`src/rtl/riscv_core_rob_pkg.sv`:
```
// riscv_core_rob_pkg: shared reorder-buffer constants, entry layout and pointer helper
package riscv_core_rob_pkg;
    localparam int ROB_DEPTH  = 32;
    localparam int ROB_SLOT_W = 5;
    localparam int ROB_DATA_W = 32;

    typedef struct packed {
        logic                  valid;
        logic                  done;
        logic                  wen;
        logic [4:0]            waddr;
        logic [ROB_DATA_W-1:0] data;
    } rob_entry_t;

    function automatic logic [ROB_SLOT_W-1:0] ptr_inc(input logic [ROB_SLOT_W-1:0] p, input logic [1:0] n);
        return p + ROB_SLOT_W'(n);
    endfunction
endpackage

```
`src/rtl/riscv_core_rob_commit_sel.sv`:
```
// riscv_core_rob_commit_sel: in-order retirement select for the head and head+1 entries
module riscv_core_rob_commit_sel
    import riscv_core_rob_pkg::*;
(
    input  logic [ROB_SLOT_W-1:0] head,
    input  rob_entry_t            head_ent,
    input  rob_entry_t            next_ent,
    output logic                  c1,
    output logic                  c2,
    output logic [ROB_SLOT_W-1:0] slot1,
    output logic [ROB_SLOT_W-1:0] slot2,
    output logic                  wen1,
    output logic                  wen2,
    output logic [4:0]            waddr1,
    output logic [4:0]            waddr2,
    output logic [ROB_DATA_W-1:0] wdata1,
    output logic [ROB_DATA_W-1:0] wdata2
);
    assign c1     = head_ent.valid & head_ent.done;
    assign c2     = c1 & next_ent.valid & next_ent.done;
    assign slot1  = head;
    assign slot2  = ptr_inc(head, 2'd1);
    assign wen1   = head_ent.wen;
    assign wen2   = next_ent.wen;
    assign waddr1 = head_ent.waddr;
    assign waddr2 = next_ent.waddr;
    assign wdata1 = head_ent.data;
    assign wdata2 = next_ent.data;
endmodule

```
`src/rtl/riscv_core_reorder_buffer.sv`:
```
// riscv_core_reorder_buffer: dual-wide in-order reorder buffer with two fill ports and two-wide commit
module riscv_core_reorder_buffer
    import riscv_core_rob_pkg::*;
#(
    parameter int DEPTH  = ROB_DEPTH,
    parameter int SLOT_W = ROB_SLOT_W,
    parameter int DATA_W = ROB_DATA_W
) (
    input  logic              clk,
    input  logic              reset,
    input  logic              alloc0_req,
    input  logic              alloc1_req,
    output logic [SLOT_W-1:0] alloc0_slot,
    output logic [SLOT_W-1:0] alloc1_slot,
    output logic              rob_stall,
    input  logic              fillA_val,
    input  logic [SLOT_W-1:0] fillA_slot,
    input  logic              fillA_wen,
    input  logic [4:0]        fillA_waddr,
    input  logic [DATA_W-1:0] fillA_wdata,
    input  logic              fillB_val,
    input  logic [SLOT_W-1:0] fillB_slot,
    input  logic              fillB_wen,
    input  logic [4:0]        fillB_waddr,
    input  logic [DATA_W-1:0] fillB_wdata,
    output logic              rob_commit_val_1,
    output logic [SLOT_W-1:0] rob_commit_slot_1,
    output logic              rob_commit_wen_1,
    output logic [4:0]        rob_commit_waddr_1,
    output logic [DATA_W-1:0] rob_commit_wdata_1,
    output logic              rob_commit_val_2,
    output logic [SLOT_W-1:0] rob_commit_slot_2,
    output logic              rob_commit_wen_2,
    output logic [4:0]        rob_commit_waddr_2,
    output logic [DATA_W-1:0] rob_commit_wdata_2,
    input  logic [SLOT_W-1:0] rob_rd0_slot,
    input  logic [SLOT_W-1:0] rob_rd1_slot,
    output logic [DATA_W-1:0] rob_rd0_data,
    output logic [DATA_W-1:0] rob_rd1_data
);
    logic [SLOT_W-1:0] head, tail, head_p1;
    logic [SLOT_W:0]   count;
    logic [DEPTH-1:0]  valid, done, valid_nxt, done_nxt, wen;
    logic [4:0]        waddr [DEPTH];
    logic [DATA_W-1:0] data  [DEPTH];
    logic              a0, a1, fill_a, fill_b;
    logic [1:0]        n_alloc, n_commit;
    rob_entry_t        head_ent, next_ent;

    assign rob_stall    = count > (SLOT_W+1)'(DEPTH-2);
    assign a0           = alloc0_req & ~rob_stall;
    assign a1           = alloc1_req & ~rob_stall;
    assign alloc0_slot  = tail;
    assign alloc1_slot  = tail + SLOT_W'(alloc0_req);
    assign n_alloc      = 2'(a0) + 2'(a1);
    assign n_commit     = 2'(rob_commit_val_1) + 2'(rob_commit_val_2);
    assign fill_a       = fillA_val & valid[fillA_slot];
    assign fill_b       = fillB_val & valid[fillB_slot];
    assign head_p1      = ptr_inc(head, 2'd1);
    assign head_ent     = {valid[head], done[head], wen[head], waddr[head], data[head]};
    assign next_ent     = {valid[head_p1], done[head_p1], wen[head_p1], waddr[head_p1], data[head_p1]};
    assign rob_rd0_data = data[rob_rd0_slot];
    assign rob_rd1_data = data[rob_rd1_slot];

    riscv_core_rob_commit_sel u_commit_sel (
        .head     (head),
        .head_ent (head_ent),
        .next_ent (next_ent),
        .c1       (rob_commit_val_1),
        .c2       (rob_commit_val_2),
        .slot1    (rob_commit_slot_1),
        .slot2    (rob_commit_slot_2),
        .wen1     (rob_commit_wen_1),
        .wen2     (rob_commit_wen_2),
        .waddr1   (rob_commit_waddr_1),
        .waddr2   (rob_commit_waddr_2),
        .wdata1   (rob_commit_wdata_1),
        .wdata2   (rob_commit_wdata_2)
    );

    // Next status bits: fills complete live entries, commits retire, allocations open fresh entries
    always_comb begin
        valid_nxt = valid;
        done_nxt  = done;
        if (fill_b) done_nxt[fillB_slot] = 1'b1;
        if (fill_a) done_nxt[fillA_slot] = 1'b1;
        if (rob_commit_val_1) begin
            valid_nxt[head] = 1'b0;
            done_nxt[head]  = 1'b0;
        end
        if (rob_commit_val_2) begin
            valid_nxt[head_p1] = 1'b0;
            done_nxt[head_p1]  = 1'b0;
        end
        if (a0) begin
            valid_nxt[alloc0_slot] = 1'b1;
            done_nxt[alloc0_slot]  = 1'b0;
        end
        if (a1) begin
            valid_nxt[alloc1_slot] = 1'b1;
            done_nxt[alloc1_slot]  = 1'b0;
        end
    end

    // Pointers, occupancy and per-entry status; reset discards everything in flight
    always_ff @(posedge clk or negedge reset) begin
        if (!reset) begin
            head  <= '0;
            tail  <= '0;
            count <= '0;
            valid <= '0;
            done  <= '0;
        end else begin
            head  <= ptr_inc(head, n_commit);
            tail  <= ptr_inc(tail, n_alloc);
            count <= count + (SLOT_W+1)'(n_alloc) - (SLOT_W+1)'(n_commit);
            valid <= valid_nxt;
            done  <= done_nxt;
        end
    end

    // Result payload capture; B is written first so a same-slot A fill overrides it
    always_ff @(posedge clk) begin
        if (fill_b) begin
            wen[fillB_slot]   <= fillB_wen;
            waddr[fillB_slot] <= fillB_waddr;
            data[fillB_slot]  <= fillB_wdata;
        end
        if (fill_a) begin
            wen[fillA_slot]   <= fillA_wen;
            waddr[fillA_slot] <= fillA_waddr;
            data[fillA_slot]  <= fillA_wdata;
        end
    end
endmodule

```
`config.mk`:
```
export PLATFORM = sky130hd
export DESIGN_NAME = riscv_core_reorder_buffer
export DESIGN_NICKNAME = d
export VERILOG_FILES = /design/src/rtl/riscv_core_rob_pkg.sv /design/src/rtl/riscv_core_rob_commit_sel.sv /design/src/rtl/riscv_core_reorder_buffer.sv
export SDC_FILE = /design/constraint.sdc
export NUM_CORES = 2
export LEC_CHECK = 0
export BUFFER_PORTS_ARGS = -buffer_cell sky130_fd_sc_hd__buf_2
export CAP_MARGIN = 10
export CELL_PAD_IN_SITES_DETAIL_PLACEMENT = 0
export CELL_PAD_IN_SITES_GLOBAL_PLACEMENT = 1
export CORE_MARGIN = 3
export CORE_UTILIZATION = 40
export DETAILED_ROUTE_END_ITERATION = 6
export PLACE_DENSITY = 0.66
export REMOVE_ABC_BUFFERS = 1
export SYNTH_ARGS = -nofsm -noshare
export SYNTH_HDL_FRONTEND = slang
export SYNTH_SLANG_ARGS = --single-unit
```
`constraint.sdc`:
```
create_clock -name clk -period 5.45 [get_ports clk]
set_clock_uncertainty 0.15 [all_clocks]
set_input_delay 0.8175 -clock clk [delete_from_list [all_inputs] [get_ports clk]]
set_output_delay 0.8175 -clock clk [all_outputs]
set_load 0.02 [all_outputs]
```
==> impl_metrics.py <==
metrics = {
    "power_and_ir_drop": {
        "power_w": 0.0465,
        "p_clk_frac": 0.243,
        "intPower_w": 0.0279,
        "power.switching_w": 0.0186,
        "p_sw_frac": 0.400,
        "p_per_area_nw_per_um2": 446,
        "power_leakage_nw": 35.1,
        "peakVddDrop_mv": 0.901,
        "seq_power_share": 0.257,
        "p_comb_frac": 0.500,
    },
    "synthesis": {
        "synth_area_leaders": "edfxtp_1, mux4_2, mux2_2",
        "netlist_area_um2": 93100,
        "synthCells": 6620,
        "yosysTopAreaCell": "edfxtp_1",
        "synth_warnings": 0,
        "yosysTopAreaCellShare": 0.382,
        "ys_ff_latch": 1296,
        "ys.flop_type": "edfxtp_1",
        "ys_types": 83,
        "synth.avg_cell_area_um2": 14.1,
        "synth_edf_count": 1184,
        "synthArstFlopShare": 0.0617,
        "synth_seq_area_share": 0.410,
    },
    "floorplan": {
        "rows": 176,
        "start_util": 0.404,
        "die_h_um": 489,
        "core-area_um2": 231000,
        "ios": 265,
        "die_w_um": 489,
        "die_area_um2": 239000,
    },
    "worst_setup_path": {
        "crit_top_cell": "buf_4",
        "endpoint_kind": "output pin",
        "setup.worst_path.start_class": "register",
        "max_stage_delay_ps": 790,
        "cp_cell_sequence": "buf_4, nor3_2, buf_4, buf_4, a22oi_1, o2111ai_1, buf_2",
        "cp.required_ps": 4480,
        "slowest_stage": "buf_4",
        "crit_type": "register to output pin",
        "arrival_ps": 4480,
        "rr_worst_depth": 16,
        "rrSetupSlack_ps": 790,
        "critPathMaxFanout": 25,
    },
    "global_routing": {
        "grt_overflow": 0,
        "grt_pass1_vias": 68000,
        "grt_pass1_wl_um": 563000,
        "grt_usage": 0.340,
        "grt_use_met1": 0.443,
        "use_met3": 0.109,
        "antenna_found_initial": 41,
        "grtUsageMet2": 0.500,
        "grt_start_max_net_pins": 137,
        "top_usage_layer": "met2",
    },
    "placement": {
        "dp_hpwl_um": 231000,
        "gp_congestion": 0.918,
        "dpl-instance-area_um2": 98600,
        "io_buffers": 264,
    },
    "timing": {
        "max_slew_margin": 0.179,
        "worstMarginPinSlew_ps": 1230,
        "max_freq_mhz": 184,
        "hold_viol_final": 0,
        "period_minus_slack_ps": 5450,
        "drv_slew": 0,
        "min_period_over_period": 0.999,
        "rsz0062_at_grt": "yes",
        "setup_violations": 0,
    },
    "clocking": {
        "clock_latency_ps": 850,
        "numCtsBuffers": 160,
        "tritoncts": "done",
        "htreeDepth": 4,
        "clock_path_buffers": 3,
        "clk_pin_slew_ps": 60,
        "cts.sinks": 1296,
        "root_buffer": "clkbuf_16",
    },
    "run_status": {
        "status": "complete, no violations",
    },
    "drt": {
        "antenna_left": 0,
        "route.vias.total": 70600,
        "drt_iter0_markers": 12000,
        "viasPerCell": 7.29,
        "detail_route.wl_per_cell_um": 42.4,
        "drc": 0,
        "drt_first_pass_iters": 6,
        "drt_wl_total_um": 410000,
    },
    "cells_and_area": {
        "layout-drive-gt1-share": 0.450,
        "nNetsFinal": 6625,
        "syn_to_final_growth_pct": 11.9,
        "stdcell_area_um2": 104000,
        "fin_util": 0.452,
    },
    "hold_path": {
        "hp-class": "input port to register",
        "hold_depth": 3,
    },
    "flow_run": {
        "max_cap_violations": 0,
    },
}
## worst max-delay path: cells and delay by family (launching register included)
kind,cells,cell delay [ps]
simple gates,1,470
flops,1,640
buf+inv,4,1890
compound gates,2,630
## cell usage in the layout, fill, tap and decap left out, drive strengths merged, types with 6 or more instances in the layout
| master | Yosys | final |
|---|---|---|
| dfrtp | 80 | 80 |
| a21oi | 31 | 31 |
| clkinv | 0 | 67 |
| nand3 | 47 | 47 |
| a22oi | 176 | 176 |
| or2 | 6 | 6 |
| buf | 362 | 522 |
| a211oi | 12 | 12 |
| inv | 45 | 53 |
| nor3b | 22 | 22 |
| bufinv | 0 | 21 |
| o21ai | 102 | 102 |
| mux4 | 1315 | 1315 |
| nand2b | 16 | 16 |
| diode | 0 | 32 |
| o22ai | 43 | 43 |
| dfxtp | 32 | 32 |
| a32oi | 11 | 11 |
| clkinvlp | 0 | 6 |
| mux2i | 97 | 97 |
| mux2 | 896 | 896 |
| nand4 | 37 | 37 |
| a222oi | 10 | 10 |
| or3b | 7 | 7 |
| nor2 | 95 | 95 |
| clkbuf | 449 | 193 |
| and2 | 10 | 10 |
| and3 | 7 | 7 |
| nand3b | 8 | 8 |
| ha | 23 | 23 |
| nand2 | 1320 | 1320 |
| nor4 | 6 | 6 |
| xnor2 | 11 | 11 |
| a21o | 8 | 8 |
| or3 | 7 | 7 |
| a31oi | 25 | 25 |
| edfxtp | 1184 | 1184 |
| nor3 | 52 | 52 |
| nor2b | 11 | 11 |
## state kept, by name, indices dropped and copies added (netlist names)
register,cells
done,32
wen,32
head,5
alloc0_slot,5
data,1024
count,6
waddr,160
valid,32
## stage by stage
step / hold slack, ps / std cells / setup TNS (ps) / setup slack (ps)
floorplan: 289 / 5809 / -4454030 / -34200
global placement: 306 / 9356 / 0 / 664
detailed placement: 314 / 9356 / 0 / 615
CTS: 245 / 9652 / -1.74 / -1.74
global route: 288 / 9661 / -157 / -62.5
finish: 297 / 9685 / 0 / 4.42
## cells in the mapped netlist (7+ instances only)
master,count
edfxtp_1,1184
and3_1,7
dfrtp_1,80
a22oi_1,176
o21ai_0,98
a31oi_1,25
buf_2,158
ha_1,23
o22ai_1,42
buf_1,141
a32oi_1,11
mux2_2,791
a222oi_1,10
nor2_1,80
xnor2_1,11
buf_4,50
nand3b_1,7
inv_1,44
a21o_1,8
mux2i_1,97
nor3b_1,22
nand2b_1,16
a21oi_1,31
nor3_1,52
nor2b_1,11
nand2_1,1319
nand4_1,36
clkbuf_1,448
mux4_2,1315
and2_1,9
dfxtp_1,32
nor2_2,9
mux2_1,105
buf_6,13
a211oi_1,11
nand3_1,46
## power groups by stage
stage	clock, W	sequential (W)	combinational (W)
finish	0.0113	0.0120	0.0232
global route	0.0117	0.0120	0.0242
CTS	0.0113	0.0119	0.0229
detailed placement	0	0.0121	0.0227
global placement	0	0.0121	0.0226
floorplan	0	0.0124	0.0113
## worst paths after layout
kind,from,end
min in group asynchronous,reset,count[4]
hold reg to reg,wen[22],wen[22]
setup reg to reg,head[0],count[5]
setup / recovery,head[2],rob_commit_waddr_1[3]
hold / removal,fillA_wen,wen[6]
max in group asynchronous,reset,head[0]
## what timing repair did
action / 4_1_cts / 5_1_grt
cloned: 0 / 1
hold buffers: 1 / 0
resized for setup: 6 / 7
setup buffers: 2 / 0
pin swaps: 1 / 1
hold endpoints to repair: 36 / 0
setup endpoints to repair: 27 / 23
## metal layers
metal,vias up,part of all wire
li1,26400,-
met1,36400,0.35
met2,6426,0.44
met3,1307,0.14
met4,8,0.065
met5,-,0.00013
## cell type report
class                           count  area [um2]
Antenna cell                       32        80.1
Fill cell                       20400      127000
Clock inverter                    102        1290
Inverter                           45         170
Multi-Input combinational cell   4468       51900
Tap cell                         3026        3790
Clock buffer                      191        4130
Sequential cell                  1296       38200
Timing Repair Buffer              525        4650
## cells by family after synthesis
logic type                 after synthesis  synth area share
and+or+nand+nor                       1659            0.0743
DFF                                   1296             0.410
xor gates and xnor gates                16           0.00150
adders and majority gates               27           0.00395
buffers and inverters                  856            0.0397
AOI/OAI and AO/OA                      458            0.0337
muxes                                 2308             0.437
Power figures use the tool's default switching activity.
